<file path="src/rtl/debug_trace_buffer.sv">
`default_nettype none
// ============================================================================
//  Module   : debug_trace_buffer
//  Brief    : Circular trace buffer for the cpu32e2 debug bundle with a
//             PC-match breakpoint, stop-on-full/overwrite modes and a
//             first-word-fall-through valid/ready drain port.
//  Revision : 1.0  initial release
// ============================================================================

package debugPkg;
    // Core debug bundle (1124 bits). Only the named fields are consumed by
    // the trace buffer; the remainder is carried as an opaque field.
    typedef struct packed {
        logic [1080:0] reserved;
        logic          machineCycleDone;
        logic [31:0]   nextPCState;
        logic [3:0]    flagsState;
        logic [4:0]    causeState;
        logic          interruptEnableState;
    } debugLines;
endpackage

module debug_trace_buffer #(
    parameter  int DEPTH   = 16,
    parameter  int STAMP_W = 16,
    localparam int CW      = $clog2(DEPTH) + 1,
    localparam int PW      = $clog2(DEPTH),
    localparam int EW      = STAMP_W + 42
) (
    input  logic                clk,
    input  logic                reset,
    input  debugPkg::debugLines debugIn,
    input  logic                enable,
    input  logic                stopOnFull,
    input  logic                breakEnable,
    input  logic [31:0]         breakAddress,
    input  logic                clearTrace,
    output logic                haltRequest,
    output logic                frozen,
    output logic                overflow,
    output logic [CW-1:0]       count,
    output logic                readValid,
    input  logic                readReady,
    output logic [EW-1:0]       readData
);

    localparam logic [0:0]    ARMED    = 1'b0;
    localparam logic [0:0]    FROZEN   = 1'b1;
    localparam logic [CW-1:0] FULL_CNT = CW'(DEPTH);
    localparam logic [PW-1:0] PTR_ONE  = PW'(1);
    localparam logic [CW-1:0] CNT_ONE  = CW'(1);

    logic [0:0]         state_q, state_d;
    logic [PW-1:0]      rdPtr_q, rdPtr_d;
    logic [PW-1:0]      wrPtr_q, wrPtr_d;
    logic [CW-1:0]      count_q, count_d;
    logic [STAMP_W-1:0] stamp_q;
    logic               halt_q, halt_d;
    logic               ovf_q, ovf_d;
    logic [EW-1:0]      mem_q [DEPTH];

    logic               capture;
    logic               brkHit;
    logic               pop;
    logic               full;
    logic               doWrite;
    logic [EW-1:0]      entry;
    logic               unused_reserved;

    // Bits of the bundle the trace buffer never looks at.
    assign unused_reserved = ^debugIn.reserved;

    assign full    = (count_q == FULL_CNT);
    assign pop     = (count_q != '0) && readReady;
    assign capture = (state_q == ARMED) && enable && debugIn.machineCycleDone && !clearTrace;
    assign brkHit  = capture && breakEnable && (debugIn.nextPCState == breakAddress);
    assign entry   = {stamp_q, debugIn.causeState, debugIn.interruptEnableState,
                      debugIn.flagsState, debugIn.nextPCState};

    // Next-state logic for pointers, occupancy, sticky flags and mode.
    always_comb begin
        state_d = state_q;
        rdPtr_d = rdPtr_q;
        wrPtr_d = wrPtr_q;
        count_d = count_q;
        halt_d  = halt_q;
        ovf_d   = ovf_q;
        doWrite = 1'b0;
        if (clearTrace) begin
            state_d = ARMED;
            rdPtr_d = '0;
            wrPtr_d = '0;
            count_d = '0;
            halt_d  = 1'b0;
            ovf_d   = 1'b0;
        end else begin
            if (capture) begin
                if (!full || pop) begin
                    // Room available, or the pop frees the slot this cycle.
                    doWrite = 1'b1;
                    wrPtr_d = wrPtr_q + PTR_ONE;
                end else if (stopOnFull) begin
                    // Entry dropped; stop capturing until cleared.
                    state_d = FROZEN;
                end else begin
                    // Overwrite the oldest entry: head moves with the tail.
                    doWrite = 1'b1;
                    wrPtr_d = wrPtr_q + PTR_ONE;
                    rdPtr_d = rdPtr_q + PTR_ONE;
                    ovf_d   = 1'b1;
                end
            end
            if (brkHit) begin
                halt_d  = 1'b1;
                state_d = FROZEN;
            end
            if (pop) begin
                rdPtr_d = rdPtr_q + PTR_ONE;
            end
            if (doWrite && !pop && !full) begin
                count_d = count_q + CNT_ONE;
            end else if (pop && !doWrite) begin
                count_d = count_q - CNT_ONE;
            end
        end
    end

    // Control registers with synchronous reset.
    always_ff @(posedge clk) begin
        if (reset) begin
            state_q <= ARMED;
            rdPtr_q <= '0;
            wrPtr_q <= '0;
            count_q <= '0;
            halt_q  <= 1'b0;
            ovf_q   <= 1'b0;
        end else begin
            state_q <= state_d;
            rdPtr_q <= rdPtr_d;
            wrPtr_q <= wrPtr_d;
            count_q <= count_d;
            halt_q  <= halt_d;
            ovf_q   <= ovf_d;
        end
    end

    // Free-running machine-cycle stamp, independent of capture state.
    always_ff @(posedge clk) begin
        if (reset) begin
            stamp_q <= '0;
        end else if (debugIn.machineCycleDone) begin
            stamp_q <= stamp_q + STAMP_W'(1);
        end
    end

    // Trace storage; contents are intentionally left unreset.
    always_ff @(posedge clk) begin
        if (!reset && doWrite) begin
            mem_q[wrPtr_q] <= entry;
        end
    end

    assign haltRequest = halt_q;
    assign frozen      = (state_q == FROZEN);
    assign overflow    = ovf_q;
    assign count       = count_q;
    assign readValid   = (count_q != '0);
    assign readData    = mem_q[rdPtr_q];

endmodule
`default_nettype wire

</file>
<file path="config.mk">
export PLATFORM = sky130hd
export DESIGN_NAME = debug_trace_buffer
export DESIGN_NICKNAME = d
export VERILOG_FILES = /design/src/rtl/debug_trace_buffer.sv
export SDC_FILE = /design/constraint.sdc
export NUM_CORES = 1
export LEC_CHECK = 0
export BUFFER_PORTS_ARGS = -buffer_cell sky130_fd_sc_hd__buf_2
export CAP_MARGIN = 10
export CELL_PAD_IN_SITES_DETAIL_PLACEMENT = 0
export CELL_PAD_IN_SITES_GLOBAL_PLACEMENT = 1
export CORE_AREA = 3 3 475 477
export DETAILED_ROUTE_END_ITERATION = 8
export DIE_AREA = 0 0 478 480
export PLACE_DENSITY_LB_ADDON = 0.1
export SYNTH_ARGS = -nofsm -noshare
export SYNTH_HDL_FRONTEND = slang
export SYNTH_SLANG_ARGS = --single-unit
</file>
<file path="constraint.sdc">
create_clock -name clk -period 7.4 [get_ports clk]
set_input_delay 0.74 -clock clk [delete_from_list [all_inputs] [get_ports clk]]
set_output_delay 0.74 -clock clk [all_outputs]
set_load 0.02 [all_outputs]
</file>
# Word-level counts from Yosys, hierarchy flattened
# Memories as Yosys holds them, arrays and structs flattened. A register that Yosys moved wholly into a read port is not among the register bits.
# Cells that the tools add are included.
# word_totals
regBits,32
mem_bits_rw,928
wordCells,69
n_memories,1
# memory_table
name,words,width,rd,rd_clocked_by_memory_dff,wr,line_no,rtl
mem_q,16,58,1,1,1,60,logic [EW-1:0] mem_q [DEPTH];
# classes
n_addsub,5
eq_ne,6
mux,21
bitwise_logic,3
n_reduce_logical,26
# ops
cell,count
== test 32 bit,1
2-to-1 mux 4 bit,8
adder 16 x 1 -> 16 bit (second input constant),1
2-to-1 mux 1 bit,11
logical AND 1 bit,10
2-to-1 mux 5 bit,2
AND reduction 3 bit,3
adder 4 x 1 -> 4 bit (second input constant),2
nonzero test 2 bit,4
adder 5 x 1 -> 5 bit (second input constant),1
== test 5 bit (second input constant),1
logical NOT 1 bit,5
nonzero test 5 bit,1
subtractor 5 x 1 -> 5 bit (second input constant),1
inequality test 2 x 1 -> 1 bit (second input constant),2
inequality test 2 bit (second input constant),2
inverter 1 bit,3
AND reduction 2 bit,1
OR reduction 2 bit,1
logical OR 1 bit,1

# Logic depth before layout (Yosys ltp)
# Gate-level depths: netlist (run 1).
# depth
word_depth,10
ltp_mapped,9
mapped_depth_nobuf,9

# Worst setup path after synthesis (run 1)
# OpenSTA, ideal clock, no wires.
# synth_timing
kind,input -> register
from,input clearTrace
to,memory mem_q[0][0] (netlist name) (enable)
setup_time_ns,0.545
t_arrival_ns,5.347
slack_ns,1.508
stages,5
cell_sequence,nand4bb_1 nor2_1 o21a_1 nand2_1 nor3_1
# synth_via
elab_chain_cells,8
# synth_lines
item,line_no,rtl
"start, declared",37,"input logic clearTrace,"
logical NOT 1 bit,75,assign capture = (state_q == ARMED) && enable && debugIn.machineCycleDone && !clearTrace;
logical AND 1 bit,75,
2-to-1 mux 1 bit,97,if (capture) begin
2-to-1 mux 1 bit,89,if (clearTrace) begin
2-to-1 mux 1 bit (*),89,
logical AND 1 bit (*),158,if (!reset && doWrite) begin
2-to-1 mux 1 bit (*),158,
2-to-1 mux 1 bit (implied by the code) (*),159,mem_q[wrPtr_q] <= entry;
"end, declared",60,
# Mark *: on every way between the ends. The rest lies on a longest branch, timed or not. The select of a mux whose other input is x is not followed.

==> impl_metrics.tcl, run 1 <==
set metrics [dict create \
    status "finished clean" \
    dieHeight_um 480 \
    start_util_pct 16.6 \
    synth_cells 1535 \
    min_period_over_period_pct 63.4 \
    coreArea_sq_mm 0.222 \
    die_x_um 478 \
    dieArea_sq_mm 0.229 \
    whs_endpoint "haltRequest$_SDFFE_PP0P_" \
    synth_edf_count 928 \
    max_cap_violations 0 \
    ys_ff_latch 964 \
    worst_setup_path_start_kind "register" \
    slowest_delay_ps 870 \
    switching_share_pct 21.4 \
    synth_area_sq_mm 0.0369 \
    min_path_cells 4 \
    syn_avg_cell_area_sq_um 24.1 \
    clk_pin_slew_worst_paths_ps 60 \
    finalNetCount 2946 \
    synth_flop_cell "edfxtp_1" \
    hold_viol 0 \
    cp_num_buf_inv 2 \
    finalWirelength_um 122000 \
    yosys-top-cells-count "edfxtp_1 (928), mux4_2 (290), xor2_1 (46)" \
    cts_resized 0 \
    synthTopCellsByArea "edfxtp_1 (75%), mux4_2 (18%), dfxtp_1 (2.0%)" \
    yosysUniqueCellTypes 45 \
    insertion_delay_ps 740 \
    rsz0062_at_grt "no" \
    rrSetupSlack_ps 4120 \
    r2r-start "frozen$_SDFFE_PP0P_" \
    maxSlewViolCount 0 \
    end_kind "output pin" \
    cts_max_level 3 \
    required_ps 6660 \
    rows 173 \
    cts_setup_buffers 0 \
    hp-class "in2reg" \
    cts_hold_buf 0 \
    crit_arrival_ps 3950 \
    dp_cells 4629 \
    final-setup-viol-count 0 \
    cpMaxStageDelayCell "dfxtp_4" \
    switching_power_uw 2560 \
    syn_nets 2709 \
    grt_max_degree 105 \
    layoutNonFillerInstCount 4846 \
    critical_path_class "reg2out" \
    cts_max_path_buffers 3 \
    leakage_uw 0.0129 \
    r2r-end "mem_q[15][19]$_DFFE_PP_" \
    ys_warn_count 0 \
    ant_nets 0 \
    numCtsBuffers 116 \
    yosysSeqAreaShare_pct 77.4 \
    crit_top_cell "mux4_2" \
    tns_ps 0 \
    combPwrFrac_pct 3.4 \
    synth_top_area_share_pct 75.4 \
    route.vias.total 17100 \
    portBuffers 148 \
    cts_root_buf "clkbuf_16" \
    reg2reg_depth 7 \
    fin_crit_ps 4690 \
    async_flop_share_pct 0 \
    relSlewSlack_pct 15.7 \
    p_total_uw 11900 \
    tightest_slew_ps 1260 \
    grt_overflow_total 0 \
    drtIter0Drc 1023 \
    drt_first_pass_iters 5 \
    post_drt_wl_per_cell_um 25.2 \
    p_int_uw 9390 \
    area_growth_pct 22.5 \
    viasPerCell 3.53 \
    worstHoldStart "clearTrace" \
    fin_worst_skew_ps 45.4 \
    clkPwrFrac_pct 46.5 \
    cts_sinks 964 \
    vdd_drop_max_v 0.000172 \
    grt_pass1_vias 19100 \
    grt_pass1_wl_um 166000 \
    seqPwrFrac_pct 50.1 \
    crit_chain "buf_4, mux4_2, mux4_2, buf_2" \
    dp_hpwl_um 67600 \
    antenna_found_initial 30 \
    postLayoutCoreUtil_pct 20.4 \
    cp_max_fo 33 \
    synth_top_cell_by_area "edfxtp_1" \
    synth_most_common_cell "edfxtp_1" \
    grtUsageTotal_pct 10.6 \
    cp_top_family "multiplexers" \
    io_pins 1230 \
    routabilityCongestion 0.677 \
    fmax_mhz 213 \
    layout-drive-gt1-share_pct 36.1 \
    p_per_area_mw_per_mm2 264 \
    cts_tree "built" \
    drc 0 \
]
## worst max path at each step
stage | start | end | slack (ps) | depth (start not counted)
5_1_grt | register | readData[18] | 2400 | 4
3_3_place_gp | register | readData[18] | 3300 | 4
3_5_place_dp | register | readData[18] | 3310 | 4
6_report | register | readData[18] | 2710 | 4
4_1_cts | register | readData[18] | 2450 | 4
2_1_floorplan | clearTrace | mem_q[0][0]$_DFFE_PP_ | 1510 | 5
## flip-flops by register name (all words and copies together), names as in the netlist, named ones only
| name | cells |
|---|---|
| stamp_q | 16 |
| count | 5 |
| mem_q | 928 |
| wrPtr_q | 4 |
| rdPtr_q | 4 |
| frozen | 1 |
| haltRequest | 1 |
| overflow | 1 |
## routing by layer
metal / up-vias / global-route usage (%) / part of all wire, %
met1: 9516 / 14.0 / 45
met3: 147 / 2.28 / 4.9
li1: 7063 / - / -
met2: 370 / 17.5 / 48
met4: 6 / 2.86 / 2.0
met5: - / 0 / 0.025
## layout by cell type (no fill, tap or decap), drive strengths merged, types with 2 or more instances in the layout
master    instances
ha               10
nand4             6
clkinv           42
and3              5
xnor2            10
nand2            17
a31oi             2
mux4            290
or4               2
o21a              2
nand2b            2
o21ai             4
clkinvlp          6
diode             5
dfxtp            36
bufinv            8
xor2             46
and4              2
clkbuf          153
nor2b             2
nor2             46
nor4              8
buf             192
o211ai            2
a21oi             3
mux2i             3
nor3              7
edfxtp          928
inv              11
nand3             9
## per-stage QoR
step	instance area [sq um]	hold slack (ps)	setup WS, ps
5_1_grt	45300	315	2400
6_report	45300	318	2710
2_1_floorplan	36900	485	1510
3_3_place_gp	41600	466	3300
3_5_place_dp	41600	454	3310
4_1_cts	45300	230	2450
## cell families (layout without fill, tap and decap cells)
logic type	after synthesis	after routing	synth area share, %
DFF	964	964	77.4
adders and majority gates	11	11	0.393
buffers and inverters	81	412	1.27
AOI/OAI and AO/OA	19	19	0.376
and+or+nand+nor	111	111	1.49
muxes	293	293	17.8
other	0	5	0
xor gates and xnor gates	56	56	1.33
## area by class of cell
class / instances / area (sq um)
fillers: 23200 / 177000
clock inverters: 59 / 527
clock buffers: 153 / 3170
diodes: 5 / 12.5
repair buffers: 192 / 1210
multi-input cells: 490 / 8000
inverters: 8 / 30.0
flip-flops and latches: 964 / 28600
well taps: 2975 / 3720
## power groups by stage
stage | clock, uW | combinational, uW | sequential (uW)
after floorplan | 0 | 225 | 6100
after global placement | 0 | 424 | 6100
after detailed placement | 0 | 428 | 6100
after CTS | 5790 | 430 | 5990
after global routing | 6000 | 447 | 5990
final | 5550 | 406 | 5990
## worst reg2reg max path, stage by stage (launching register included)
cell and delay (ps):
dfxtp_1 320, nand4bb_1 270, nor2_1 160, buf_4 240, o21a_1 250, nand2_1 270
nor2_4 790, buf_4 570
Power figures use the tool's default switching activity.
==> run 2, diff against run 1 <==
- clock period: 7.4 -> 4.8 ns (I/O delays scaled with it)
==> run 2 against run 1 <==
Critical path depth did not move. Sequential power rose by 54%. Combinational power rose by 58%. Critical path type unchanged. Worst hold slack got worse by 180 ps. Count of clock-buffer cells in the layout fell by 22. Register-to-register slack got worse by 2200 ps. Largest power group unchanged. First-iteration DRC count rose by 17%. Routed wire length rose by 0.91%. Flip-flop and latch count did not move. Non-clock buffer count rose by 10. Global-route usage rose by 0.076 points.
==> impl_metrics.tcl, run 2 (same netlist as run 1, synthesis figures left out) <==
set metrics [dict create \
    status "finished clean" \
    worst_setup_path_start_kind "register" \
    finalNetCount 2952 \
    r2r-start "frozen$_SDFFE_PP0P_" \
    start_util_pct 16.6 \
    rsz0062_at_grt "no" \
    critical_path_class "reg2out" \
    coreArea_sq_mm 0.222 \
    fin_worst_skew_ps 35.0 \
    drc 0 \
    min_period_over_period_pct 78.8 \
    grtUsageTotal_pct 10.6 \
    grt_pass1_wl_um 167000 \
    crit_arrival_ps 3300 \
    fin_crit_ps 3780 \
    vdd_drop_max_v 0.000244 \
    dp_hpwl_um 67700 \
    cp_max_fo 25 \
    n_fill_cell 23200 \
    cts_max_path_buffers 3 \
    cts_sinks 964 \
    p_per_area_mw_per_mm2 411 \
    drtIter0Drc 1193 \
    crit_chain "buf_4, mux4_2, mux4_2, buf_2" \
    post_drt_wl_per_cell_um 25.4 \
    clk_pin_slew_worst_paths_ps 60 \
    slowest_delay_ps 590 \
    min_path_cells 1 \
    hold_viol 0 \
    dieHeight_um 480 \
    pre_cts_ws_ps 1390 \
    max_cap_violations 0 \
    grt_pass1_vias 18900 \
    final_cell_mix "edfxtp_1 (928), mux4_2 (290), buf_2 (148)" \
    antenna_found_initial 22 \
    critPathCapture "readData[2]" \
    hp-class "in2reg" \
    fin_ws_ps 1020 \
    finalWirelength_um 123000 \
    largest-register "mem_q" \
    viasPerCell 3.56 \
    worstHoldStart "debugIn[0]" \
    area_growth_pct 24.1 \
    end_kind "output pin" \
    io_pins 1230 \
    rrSetupSlack_ps 1910 \
    cts_root_buf "clkbuf_16" \
    cts_tree "built" \
    relSlewSlack_pct 34.6 \
    r2r-end "mem_q[12][57]$_DFFE_PP_" \
    final_common_cell "edfxtp_1" \
    multi_input_area_sq_mm 0.00803 \
    grt_max_degree 75 \
    dieArea_sq_mm 0.229 \
    cpMaxStageDelayCell "mux4_2" \
    largest_reg_flops 928 \
    seqCellArea_sq_mm 0.0286 \
    final-setup-viol-count 0 \
    rows 173 \
    tns_ps 0 \
    cts_max_level 3 \
    routabilityCongestion 0.670 \
    numCtsBuffers 112 \
    route.vias.total 17300 \
    portBuffers 148 \
    leakage_uw 0.0131 \
    fmax_mhz 265 \
    crit_top_cell "mux4_2" \
    drt_first_pass_iters 5 \
    maxSlewViolCount 0 \
    die_x_um 478 \
    insertion_delay_ps 730 \
    layout-drive-gt1-share_pct 36.5 \
    grt_overflow_total 0 \
    reg2reg_depth 7 \
    ant_nets 0 \
    required_ps 4320 \
    tightest_slew_ps 972 \
]
-- run 2: worst min-delay path by stage --
| stage | endpoint | slack, ps |
|---|---|---|
| floorplan | register | 480 |
| global placement | overflow$_SDFFE_PP0P_ | 480 |
| detailed placement | haltRequest$_SDFFE_PP0P_ | 460 |
| CTS | mem_q[1][35]$_DFFE_PP_ | 60 |
| global route | mem_q[5][39]$_DFFE_PP_ | 110 |
| finish | mem_q[7][36]$_DFFE_PP_ | 140 |
-- run 2: worst max-delay path: cells and delay by family, from the launching register on --
family | cells | cell delay [ps]
buf+inv | 2 | 780
mux | 2 | 1150
flops | 1 | 580
-- run 2: metrics by stage --
stage	area, sq um	hold WS (ps)	power [uW]	util (%)	instances
after global placement	42000	478	10100	18.9	4638
after floorplan	37000	485	9750	-	1535
after global routing	45800	107	19600	20.7	4846
after CTS	45800	57.6	19200	20.7	4845
after detailed placement	42000	460	10100	18.9	4638
final	45800	139	18800	20.7	4852
-- run 2: power by group --
group	total, uW	switching (uW)	internal [uW]
registers	9230	25.8	9200
logic	642	399	243
clock network	8960	3530	5430
-- run 2: timing repair --
item | CTS | global route
buffers inserted | 0 | 0
hold buffers | 1 | 0
gates resized for setup | 0 | 0
hold endpoints to repair | 1 | 0
-- run 2: layer usage --
metal / routed length [um] / GRT usage (%) / vias to the layer above
met5: 58 / 0 / -
met4: 2260 / 2.76 / 8
met3: 5450 / 2.09 / 145
met2: 60000 / 17.8 / 357
met1: 55300 / 14.1 / 9676
li1: - / - / 7073
-- run 2: cell type report --
type	count	area share, %
Sequential cell	964	62.4
Clock inverter	75	2.08
Timing Repair Buffer	202	3.49
Multi-Input combinational cell	490	17.5
Clock buffer	131	6.32
Antenna cell	7	0.0382
Tap cell	2975	8.12
Inverter	8	0.0655
